**config.mk**
```make
export PLATFORM = sky130hd
export DESIGN_NAME = fetch_stage
export DESIGN_NICKNAME = d
export VERILOG_FILES = /design/src/rtl/fetch_stage_pkg.sv /design/src/rtl/fetch_stage_if_id_reg.sv /design/src/rtl/fetch_stage.sv
export SDC_FILE = /design/constraint.sdc
export NUM_CORES = 1
export LEC_CHECK = 0
export CAP_MARGIN = 30
export CORE_UTILIZATION = 50
export DETAILED_ROUTE_END_ITERATION = 6
export PLACE_DENSITY = 0.79
export SYNTH_ARGS = -nofsm -noshare
export SYNTH_HDL_FRONTEND = slang
export SYNTH_SLANG_ARGS = --single-unit
```
**constraint.sdc**
```tcl
create_clock -name clk -period 2.1 [get_ports clk]
set_input_delay 0.42 -clock clk [delete_from_list [all_inputs] [get_ports clk]]
set_output_delay 0.42 -clock clk [all_outputs]
set_load 0.01 [all_outputs]
```
**src/rtl/fetch_stage_pkg.sv**
```systemverilog
// Shared definitions for the instruction fetch stage: FSM state encoding,
// the bubble instruction and the instruction size used for PC stepping.
package fetch_stage_pkg;

    typedef enum logic [1:0] {
        REQ  = 2'd0,
        WAIT = 2'd1,
        HOLD = 2'd2
    } fetch_state_e;

    localparam logic [31:0] NOP_INSTR   = 32'h0000_0013;
    localparam int unsigned INSTR_BYTES = 4;

endpackage

```
**src/rtl/fetch_stage_if_id_reg.sv**
```systemverilog
// IF/ID pipeline register with a one-entry hold buffer for a response that
// arrives while decode is stalled.
module if_id_reg
    import fetch_stage_pkg::*;
#(
    parameter int ADDR_WIDTH = 32,
    parameter int DAT_WIDTH  = 32
) (
    input  logic                  clk,
    input  logic                  rst_n,
    input  logic                  i_flush,
    input  logic                  i_write,
    input  logic                  i_load_rsp,
    input  logic                  i_load_hold,
    input  logic                  i_capture,
    input  logic [DAT_WIDTH-1:0]  i_rsp_data,
    input  logic [ADDR_WIDTH-1:0] i_pc,
    input  logic [ADDR_WIDTH-1:0] i_pc4,
    output logic [DAT_WIDTH-1:0]  o_ins,
    output logic [ADDR_WIDTH-1:0] o_pc,
    output logic [ADDR_WIDTH-1:0] o_pc4,
    output logic                  o_valid
);

    logic [DAT_WIDTH-1:0] r_buf;

    // Park a stalled response until decode can accept it.
    always_ff @(posedge clk or negedge rst_n) begin
        if (!rst_n) begin
            r_buf <= '0;
        end else if (i_capture) begin
            r_buf <= i_rsp_data;
        end
    end

    // IF/ID update: flush wins, then a delivered instruction, then a bubble
    // when writable; otherwise hold. Bubbles keep the PC fields.
    always_ff @(posedge clk or negedge rst_n) begin
        if (!rst_n) begin
            o_ins   <= DAT_WIDTH'(NOP_INSTR);
            o_pc    <= '0;
            o_pc4   <= '0;
            o_valid <= 1'b0;
        end else if (i_flush) begin
            o_ins   <= DAT_WIDTH'(NOP_INSTR);
            o_valid <= 1'b0;
        end else if (i_load_rsp || i_load_hold) begin
            o_ins   <= i_load_rsp ? i_rsp_data : r_buf;
            o_pc    <= i_pc;
            o_pc4   <= i_pc4;
            o_valid <= 1'b1;
        end else if (i_write) begin
            o_ins   <= DAT_WIDTH'(NOP_INSTR);
            o_valid <= 1'b0;
        end
    end

endmodule

```
**src/rtl/fetch_stage.sv**
```systemverilog
// Instruction fetch stage: PC, single-outstanding-request memory FSM
// (REQ/WAIT/HOLD) and redirect handling. IF/ID lives in if_id_reg.
// Optional performance counters are enabled by defining FETCH_PERF_CNT_EN.
module fetch_stage
    import fetch_stage_pkg::*;
#(
    parameter int              ADDR_WIDTH = 32,
    parameter int              DAT_WIDTH  = 32,
    parameter [ADDR_WIDTH-1:0] RESET_PC   = 32'h0000_0000
) (
    input  logic                  clk,
    input  logic                  rst_n,
    input  logic                  PC_Write,
    input  logic                  IF_ID_Write,
    input  logic                  PCSrc_E,
    input  logic [ADDR_WIDTH-1:0] PC_Target_E,
    output logic                  imem_req_valid,
    input  logic                  imem_req_ready,
    output logic [ADDR_WIDTH-1:0] imem_req_addr,
    input  logic                  imem_rsp_valid,
    input  logic [DAT_WIDTH-1:0]  imem_rsp_data,
    output logic [DAT_WIDTH-1:0]  Ins_D,
    output logic [ADDR_WIDTH-1:0] PC_D,
    output logic [ADDR_WIDTH-1:0] PC_4D,
    output logic                  Valid_D
`ifdef FETCH_PERF_CNT_EN
    ,
    output logic [31:0]           stall_cnt,
    output logic [31:0]           flush_cnt
`endif
);

    fetch_state_e          r_state, w_state_nxt;
    logic [ADDR_WIDTH-1:0] r_pc, r_req_pc, w_req_pc4;
    logic                  r_drop, w_drop_nxt;
    logic                  w_stall, w_hs;
    logic                  w_load_rsp, w_load_hold, w_capture;

    // Request outputs and control decode; valid is forced low during reset.
    always_comb begin
        imem_req_valid = rst_n && (r_state == REQ);
        imem_req_addr  = r_pc;
        w_stall        = !(PC_Write && IF_ID_Write);
        w_hs           = imem_req_valid && imem_req_ready;
        w_req_pc4      = r_req_pc + ADDR_WIDTH'(INSTR_BYTES);
        w_load_rsp     = (r_state == WAIT) && imem_rsp_valid && !r_drop && !PCSrc_E && !w_stall;
        w_capture      = (r_state == WAIT) && imem_rsp_valid && !r_drop && !PCSrc_E && w_stall;
        w_load_hold    = (r_state == HOLD) && !PCSrc_E && !w_stall;
    end

    // Next-state and drop-flag logic; a flush with a request in flight marks
    // its response for discard instead of cancelling the bus transaction.
    always_comb begin
        w_state_nxt = r_state;
        w_drop_nxt  = r_drop;
        case (r_state)
            REQ: begin
                if (w_hs) begin
                    w_state_nxt = WAIT;
                    if (PCSrc_E) w_drop_nxt = 1'b1;
                end
            end
            WAIT: begin
                if (imem_rsp_valid) begin
                    if (r_drop || PCSrc_E) begin
                        w_state_nxt = REQ;
                        w_drop_nxt  = 1'b0;
                    end else if (w_stall) begin
                        w_state_nxt = HOLD;
                    end else begin
                        w_state_nxt = REQ;
                    end
                end else if (PCSrc_E) begin
                    w_drop_nxt = 1'b1;
                end
            end
            HOLD: begin
                if (PCSrc_E || !w_stall) w_state_nxt = REQ;
            end
            default: w_state_nxt = REQ;
        endcase
    end

    // State, drop flag and PC registers; redirect has priority on the PC.
    always_ff @(posedge clk or negedge rst_n) begin
        if (!rst_n) begin
            r_state  <= REQ;
            r_drop   <= 1'b0;
            r_pc     <= RESET_PC;
            r_req_pc <= RESET_PC;
        end else begin
            r_state <= w_state_nxt;
            r_drop  <= w_drop_nxt;
            if (w_hs) r_req_pc <= r_pc;
            if (PCSrc_E) begin
                r_pc <= PC_Target_E;
            end else if (w_load_rsp || w_load_hold) begin
                r_pc <= w_req_pc4;
            end
        end
    end

    if_id_reg #(
        .ADDR_WIDTH (ADDR_WIDTH),
        .DAT_WIDTH  (DAT_WIDTH)
    ) u_if_id (
        .clk         (clk),
        .rst_n       (rst_n),
        .i_flush     (PCSrc_E),
        .i_write     (IF_ID_Write),
        .i_load_rsp  (w_load_rsp),
        .i_load_hold (w_load_hold),
        .i_capture   (w_capture),
        .i_rsp_data  (imem_rsp_data),
        .i_pc        (r_req_pc),
        .i_pc4       (w_req_pc4),
        .o_ins       (Ins_D),
        .o_pc        (PC_D),
        .o_pc4       (PC_4D),
        .o_valid     (Valid_D)
    );

`ifdef FETCH_PERF_CNT_EN
    logic [31:0] r_stall_cnt, r_flush_cnt;

    // Count stalled cycles (HOLD, or WAIT without a response) and redirects.
    always_ff @(posedge clk or negedge rst_n) begin
        if (!rst_n) begin
            r_stall_cnt <= '0;
            r_flush_cnt <= '0;
        end else begin
            if (PCSrc_E) r_flush_cnt <= r_flush_cnt + 32'd1;
            if ((r_state == HOLD) || ((r_state == WAIT) && !imem_rsp_valid))
                r_stall_cnt <= r_stall_cnt + 32'd1;
        end
    end

    // Drive the counter ports.
    always_comb begin
        stall_cnt = r_stall_cnt;
        flush_cnt = r_flush_cnt;
    end
`endif

endmodule

```
After elaboration in Yosys (flattened, before gate mapping)
Cells that the tools add are included.
- reduce and logical (&&, ||, !) cells: 23
- eq/ne operators: 6
- multiplexer cells: 20
- add/subtract/negate cells: 1
- bitwise gates (word level): 1
- operators with widths (operator ; count):
    2-to-1 mux 32 bit ; 6
    adder 32 x 3 -> 32 bit (second input constant) ; 1
    logical AND 1 bit ; 10
    2-to-1 mux 2 bit ; 5
    2-to-1 mux 1 bit ; 7
    one-hot mux 2 bit (3 select lines) ; 1
    AND reduction 3 bit ; 2
    inequality test 2 bit (second input constant) ; 2
    nonzero test 2 bit ; 2
    zero test 1 bit ; 3
    logical OR 1 bit ; 3
    inequality test 3 x 2 -> 1 bit (second input constant) ; 1
    nonzero test 3 bit ; 1
    equality test 2 x 1 -> 1 bit (second input constant) ; 1
    equality test 2 bit (second input constant) ; 1
    zero test 2 bit ; 1
    inequality test 2 x 1 -> 1 bit (second input constant) ; 1
    one-hot mux 1 bit (2 select lines) ; 1
    AND reduction 2 bit ; 1
    inverter 1 bit ; 1
- bits in registers: 196
- logic and storage cells: 60

Logic depth before layout (Yosys ltp)
- word-level depth: 8
- depth in mapped cells: 8
- gate-level depth less buffers: 6

By module
A second synthesis with hierarchy kept.
- cell total of the unflattened synthesis: 670
- area total of the unflattened synthesis: 8749.6 um2
- modules (own cells, without submodules) (module ; area an instance (um2) ; cells each ; seq. area each (um2) ; times used):
    if_id_reg ; 5113.7 ; 315 ; 3231.8 ; 1
    fetch_stage ; 3636.0 ; 355 ; 1676.6 ; 1

Least setup slack after synthesis
Ideal clock, no wire load.
- path type: reg-to-reg
- from: reg r_state[1]
- to: reg r_req_pc[11]
- slack: 0.272 ns
- buffers on the path: 2
- stages on the path, launching flop included: 6
- arrival time: 1.703 ns
- required time: 1.975 ns
- cells stage by stage: dfrtp_1 nor3b_1 and2_1 buf_2 buf_2 mux2_2
- cells in the longest elaborated chain, start to end: 3
- RTL lines (element ; line ; source):
    start: declaration ; fetch_stage.sv:33 ; fetch_state_e r_state, w_state_nxt;
    start signal: assignment ; fetch_stage.sv:92 ; r_state <= w_state_nxt;
    zero test 2 bit ; fetch_stage.sv:41 ; imem_req_valid = rst_n && (r_state == REQ);
    logical AND 1 bit ; fetch_stage.sv:41 ;
    via imem_req_valid ; fetch_stage.sv:17 ; output logic imem_req_valid,
    logical AND 1 bit ; fetch_stage.sv:44 ; w_hs = imem_req_valid && imem_req_ready;
    end signal: assignment ; fetch_stage.sv:94 ; if (w_hs) r_req_pc <= r_pc;
    end: declaration ; fetch_stage.sv:34 ; logic [ADDR_WIDTH-1:0] r_pc, r_req_pc, w_req_pc4;
The timed path passes the listed nets, and every way through them passes these cells.
A chain may end at the register's enable or synchronous reset.

Final worst setup path
- from: reg r_req_pc[2]
- to: reg r_pc[24], in the netlist imem_req_addr[24]
- cells in the longest elaborated chain, start to end: 3
- RTL lines (element ; line ; source):
    adder 32 x 3 -> 32 bit ; fetch_stage.sv:45 ; w_req_pc4 = r_req_pc + ADDR_WIDTH'(INSTR_BYTES);
    2-to-1 mux 32 bit ; fetch_stage.sv:97 ; end else if (w_load_rsp || w_load_hold) begin
    2-to-1 mux 32 bit ; fetch_stage.sv:95 ; if (PCSrc_E) begin
    end signal: assignment ; fetch_stage.sv:96 ; r_pc <= PC_Target_E;
    end signal: assignment ; fetch_stage.sv:98 ; r_pc <= w_req_pc4;
    end: declaration ; fetch_stage.sv:34 ;
Every way passes these cells. The select of a mux whose other input is x is not followed.

==> summary.md <==
| Metric | Value |
|---|---|
| Outcome | `completed` |
| Max-cap violations | `0` |
| Core Util, Final | `between 70% and 80%` |
| Initial antenna violation count | `0` |
| Hold crit path type | `in2async` |
| Tot GR Track Use | `26.2%` |
| Commonest non-fill, non-tap cell in the layout | `clkdlybuf4s50_1` |
| DR WL/cell | `18.2 µm` |
| Total congestion overflow | `0` |
| Sequential area share after synthesis | `58.9%` |
| Core outline area | `roughly 16000 µm²` |
| Power Density | `around 1100 nW/µm²` |
| Port bufs | `200` |
| Worst-path clk slew | `0.07 ns` |
| Final max-slew violation count | `0` |
| Synth Register Bits | `194` |
| Final setup violation count | `0` |
| Peak VDD IR | `602 µV` |
| Worst-Margin Slew | `0.797 ns` |
| Syn. warnings | `0` |
| Period utilisation layout | `92.8%` |
| Seq pwr share | `approximately 46%` |
| Syn nets | `a little over 800` |
| Site row count | `between 40 and 50` |
| Crit path DAT | `2.24 ns` |
| Vias in the first global route | `6488` |
| Gate power share | `28.4%` |
| Critical path class | `reg2reg` |
| Startpoint types | `register` |
| Synth Flop Type | `dfrtp_1` |
| Ys async rst share | `100%` |
| FILL cells | `1187` |
| Cells after Synth | `746` |
| Die Span Y | `130 µm` |
| Fmax | `513 MHz` |
| RSZ-0062 raised after global routing | `no` |
| Switching power | `between 3 and 4 mW` |
| Crit path required time | `around 2.4 ns` |
| Hold slack final | `between 0.02 and 0.03 ns` |
| Clock Path Buffers | `2` |
| Distinct cell type count after synthesis | `46` |
| Initial Utilization | `51.6%` |
| Syn avg cell area | `11.1 µm²` |
| Area Overhead vs Synth | `38.1%` |
| Cell total after placement | `1155` |
| FF/Latch Area | `4860 µm²` |
| Net switching share of the total power | `about 30%` |
| Fin cells | `1190` |
| Clk sinks | `about 190` |
| Clock skew | `between 0.009 and 0.01 ns` |
| ANT cells | `0` |
| Full die area | `17000 µm²` |
| Largest net degree at the start of global routing | `109` |
| Hold buffers post-CTS | `0` |
| Initial DRC count | `378` |
| Min cycle time layout | `1.95 ns` |
| Pleak | `5.00 nW` |
| Clock Power Share | `26.0%` |
| Num CTS Buffers | `17` |
| Clock Latency Late Sink | `roughly 0.42 ns` |
| Die width | `around 130 µm` |
| Final Total Pwr | `between 10 and 15 mW` |
| Detailed Place HPWL | `15200 µm` |
| H-tree Lvls | `4` |
| Layout cell share with drive strength beyond 1 | `16.0%` |
| Multi-input logic area | `3220 µm²` |
| Remaining DRCs | `0` |
| Clock Root Buffer | `clkbuf_16` |
| Antenna Nets Post-Route | `0` |
| Mapped Area | `around 8300 µm²` |
| Post-synth EDFFs | `0` |
| Drt first pass iters | `4` |
| Gpl congestion | `~0.84` |
| Final hold viol count | `0` |
| Critical path fanouts, max | `5` |
| Crit. End Element | `register` |
| Pint | `8.60 mW` |
| DRT Wirelength | `21600 µm` |
| Layout Nets | `1033` |
| First-pass GRT wire length | `33600 µm` |
| Top-Level Pins | `201` |
| Via Count | `6484` |
| Setup TNS | `0 ns` |
| Most frequent cells in the layout | `clkdlybuf4s50_1 (197), nand2_1 (194), dfrtp_1 (191)` |
| Max-slew headroom | `between 40% and 50%` |
| TritonCTS clock tree | `yes` |
| Drt via density | `5.45` |
## per-layer routing
| layer | up-vias | share of wire, % | GRT usage [%] |
|---|---|---|---|
| li1 | 2992 | - | - |
| met1 | 3228 | 40 | 32.0 |
| met2 | 224 | 49 | 43.8 |
| met3 | 40 | 8.0 | 8.22 |
| met4 | 0 | 2.8 | 9.87 |
| met5 | - | 0 | 0 |
## Yosys cell counts (all sizes together) (2+ instances only)
master	count	area (µm²)
buf	26	140
and2	2	12.5
mux2	62	698
nor3	8	45.0
o211ai	3	22.5
mux2i	34	340
a22oi	5	37.5
inv	5	18.8
o221ai	10	100
dfrtp	191	4780
xnor2	12	105
a21oi	10	50.1
o22ai	3	18.8
clkbuf	19	72.6
and3	6	37.5
nand2	194	728
dfstp	3	78.8
xor2	15	131
a221o	7	70.1
a21o	9	67.6
nor4	5	52.6
nand4	14	109
o21ai	64	320
nor2	19	78.8
and4	2	17.5
nand3	10	50.1
## registers in the layout (all words and copies together) (netlist names)
name	count
u_if_id.r_buf	32
u_if_id.o_ins	32
r_state	2
r_req_pc	32
u_if_id.o_pc4	32
r_drop	1
u_if_id.o_pc	30
imem_req_addr	32
u_if_id.o_valid	1
## per-stage QoR
step / instance area [µm²] / setup WS (ns)
final: 11400 / 0.151
after floorplan: 8250 / 0.272
after CTS: 11400 / 0.00464
after global placement: 10800 / -0.0753
after global routing: 11400 / 0.00451
after detailed placement: 10800 / -0.200
## cells by family (layout without fill, tap and decap cells)
kind of cell             Yosys count  count (layout)  synth area share, %
AND/OR/NAND/NOR                  264             264                 14.1
flip-flops                       194             194                 58.9
AO/OA/AOI/OAI                    114             114                 8.63
multiplexers                      96              96                 12.6
buffers and inverters             50             278                 2.80
XOR/XNOR                          27              27                 2.87
adder cells (fa/ha/maj)            1               1                0.152
## worst max-delay path, stage by stage (launching register included)
cell and delay [ns]:
dfrtp_1 0.36, ha_1 0.22, nand4_2 0.18, nor4_4 0.29, buf_4 0.19, buf_4 0.12, nand4_1 0.14, xor2_2 0.21
o221ai_2 0.10
## path summary, 6_finish.rpt
path / from / endpoint / slack, ns / depth (start not counted)
max: r_req_pc[2]$_DFFE_PN0P_ / imem_req_addr[24]$_DFFE_PN0P_ / 0.15 / 8
min: rst_n / u_if_id.o_pc[15]$_DFFE_PN0P_ / 0.03 / 2
max reg2reg: r_req_pc[2]$_DFFE_PN0P_ / imem_req_addr[24]$_DFFE_PN0P_ / 0.15 / 8
min reg2reg: u_if_id.o_pc[22]$_DFFE_PN0P_ / u_if_id.o_pc[22]$_DFFE_PN0P_ / 0.47 / 2
max in group asynchronous: rst_n / u_if_id.r_buf[1]$_DFFE_PN0P_ / 0.97 / 3
min in group clk: u_if_id.o_pc[22]$_DFFE_PN0P_ / u_if_id.o_pc[22]$_DFFE_PN0P_ / 0.47 / 2
## power by group through the flow
stage                     clock network [mW]  registers [mW]  logic (mW)
after floorplan                            0            5.74        1.39
after global placement                     0            5.59        3.37
after detailed placement                   0            5.63        3.49
after CTS                               3.24            5.57        3.51
after global routing                    3.35            5.71        3.81
final                                   3.18            5.58        3.48
## what timing repair did
| action | CTS | global route |
|---|---|---|
| gates cloned | 0 | 0 |
| gates resized for setup | 2 | 4 |
| setup endpoints to repair | 2 | 7 |
| pin swaps | 1 | 0 |
| buffers inserted | 3 | 0 |
## final cells by class
class	instances	area share [%]
flip-flops and latches	194	42.6
multi-input cells	502	28.3
repair buffers	241	21.5
clock buffers	20	3.92
well taps	216	2.37
clock inverters	12	1.16
inverters	5	0.165
Note: power is estimated with default switching activity, not from simulation.
==> variant (same flow settings) <==
Add a define of `FETCH_PERF_CNT_EN`.
--- a/src/rtl/fetch_stage.sv
+++ b/src/rtl/fetch_stage.sv
@@ -1,6 +1,8 @@
 // Instruction fetch stage: PC, single-outstanding-request memory FSM
 // (REQ/WAIT/HOLD) and redirect handling. IF/ID lives in if_id_reg.
 // Optional performance counters are enabled by defining FETCH_PERF_CNT_EN.
+`define FETCH_PERF_CNT_EN
+
 module fetch_stage
     import fetch_stage_pkg::*;
 #(
Function (old outputs only; new: flush_cnt and stall_cnt): kept (equiv_simple and equiv_induct, registers matched by name and starting in step).
==> variant against the unedited design <==
Highest routed layer unchanged. Critical path depth down 4. Count of clock-buffer cells in the layout up 19. Sequential cell count up 64. Largest cell class unchanged. Register-to-register slack worse by 20 ps. Setup slack worse by 95 ps. Clock power up 50%. Routed wire length up 28%. Die area up 34%. Global-route usage down 1.8 points. Largest power group unchanged. Maximum frequency down 4.7%. Final area up 34%. Area after synthesis up 35%. Power up 27%.
==> variant: results (changes against the unedited design) <==
Global-route wire length before repair - 44000 µm (was 33600 µm)
Area of the multi-input gates - 4430 µm² (was 3220 µm²)
# nets final - 1338 (was 1033)
Crit-path max FO - 3 (was 5)
Clock network contribution to total cell area - 0.0586 (was 0.0508)
Hold bufs inserted after CTS - 1 (was 0)
Logic power comb - 0.00376 W (was 0.00348 W)
Inverters - 7 (was 5)
Status - finished clean (unchanged)
Post-CTS Setup Repair Bufs - 0 (was 3)
VDD IR-drop max - 0.650 mV (was 0.602 mV)
Met3 WL - 1660 µm (was 1730 µm)
Most instantiated cells after synthesis - 255 x dfrtp_1, 215 x nand2_1, 65 x xnor2_1 (was 194 x nand2_1, 191 x dfrtp_1, 62 x mux2_2)
DP Wirelength - 19200 µm (was 15200 µm)
Fraction of layout instances using a drive strength above 1 - 0.143 (was 0.160)
Clock Tree Buf Depth - 3 (was 2)
Least-Margin Pin Slew - 757 ps (was 797 ps)
Register share of total power - 0.451 (was 0.456)
GR Util met1 - 0.317 (was 0.320)
H-tree depth - 1 (was 4)
Clk_skew - 12.0 ps (was 9.48 ps)
1st-iter DRT viols - 390 (was 378)
Metal2 WL - 13200 µm (was 10600 µm)
Clock latency on the worst-skew pair - 520 ps (was 420 ps)
Grt met2 use - 0.399 (was 0.438)
Top cells by area, synth - dfrtp_1 57%, nand2_1 7.2%, mux2_2 6.4% (was dfrtp_1 58%, nand2_1 8.8%, mux2_2 8.5%)
Net switching power - 0.00442 W (was 0.00365 W)
Pin count of the biggest net entering global routing - 125 (was 109)
Yosys cell types - 54 (was 46)
Total GRT Usage - 0.244 (was 0.262)
Via Count - 8407 (was 6484)
Non-clock buffer count - 309 (was 241)
Total wire length - 27700 µm (was 21600 µm)
==> variant: cell count changes in the layout (fill, tap and decap cells not counted), sizes merged, moves of 5 or more <==
cell / before / now
xor2: 15 / 24
nor2: 19 / 24
nand3: 10 / 26
nand4: 14 / 22
clkdlybuf4s50: 197 / 261
clkbuf: 21 / 39
dfrtp: 191 / 255
nand2: 194 / 215
nor2b: 0 / 9
and4: 2 / 13
xnor2: 12 / 65
==> variant: cells by family (layout without fill, tap and decap cells) <==
kind of cell               Yosys count  count (layout)  synth area share
and+or+nand+nor                    353             353             0.161
AOI/OAI and AO/OA                  121             121            0.0690
xor gates and xnor gates            89              89            0.0700
adders and majority gates            3               3           0.00337
DFF                                258             258             0.580
buffers and inverters               56             365            0.0247
muxes                               95              95            0.0924
==> variant: through the flow <==
step                cells  power (W)  hold WS [ps]
floorplan             975    0.00867           124
global placement     1514     0.0107           459
detailed placement   1514     0.0108           463
CTS                  1564     0.0156           431
global route         1564     0.0163           440
finish               1564     0.0155           449
==> variant: worst paths after layout <==
kind,from,end,slack (ps),cells past startpoint
min in group asynchronous,rst_n,flush_cnt[25]$_DFFE_PN0P_,510,3
max in group asynchronous,rst_n,u_if_id.r_buf[17]$_DFFE_PN0P_,550,4
max reg2reg,r_req_pc[3]$_DFFE_PN0P_,imem_req_addr[28]$_DFFE_PN0P_,130,7
min,PCSrc_E,r_state[1]$_DFFE_PN0P_,450,4
min reg2reg,flush_cnt[31]$_DFFE_PN0P_,flush_cnt[31]$_DFFE_PN0P_,470,1
max,rst_n,imem_req_valid,60,4
==> variant: tightest hold or removal path, cell delays in order <==
cell and delay [ps]:
buf_2 150, buf_4 180, a21oi_1 60, o21a_1 100
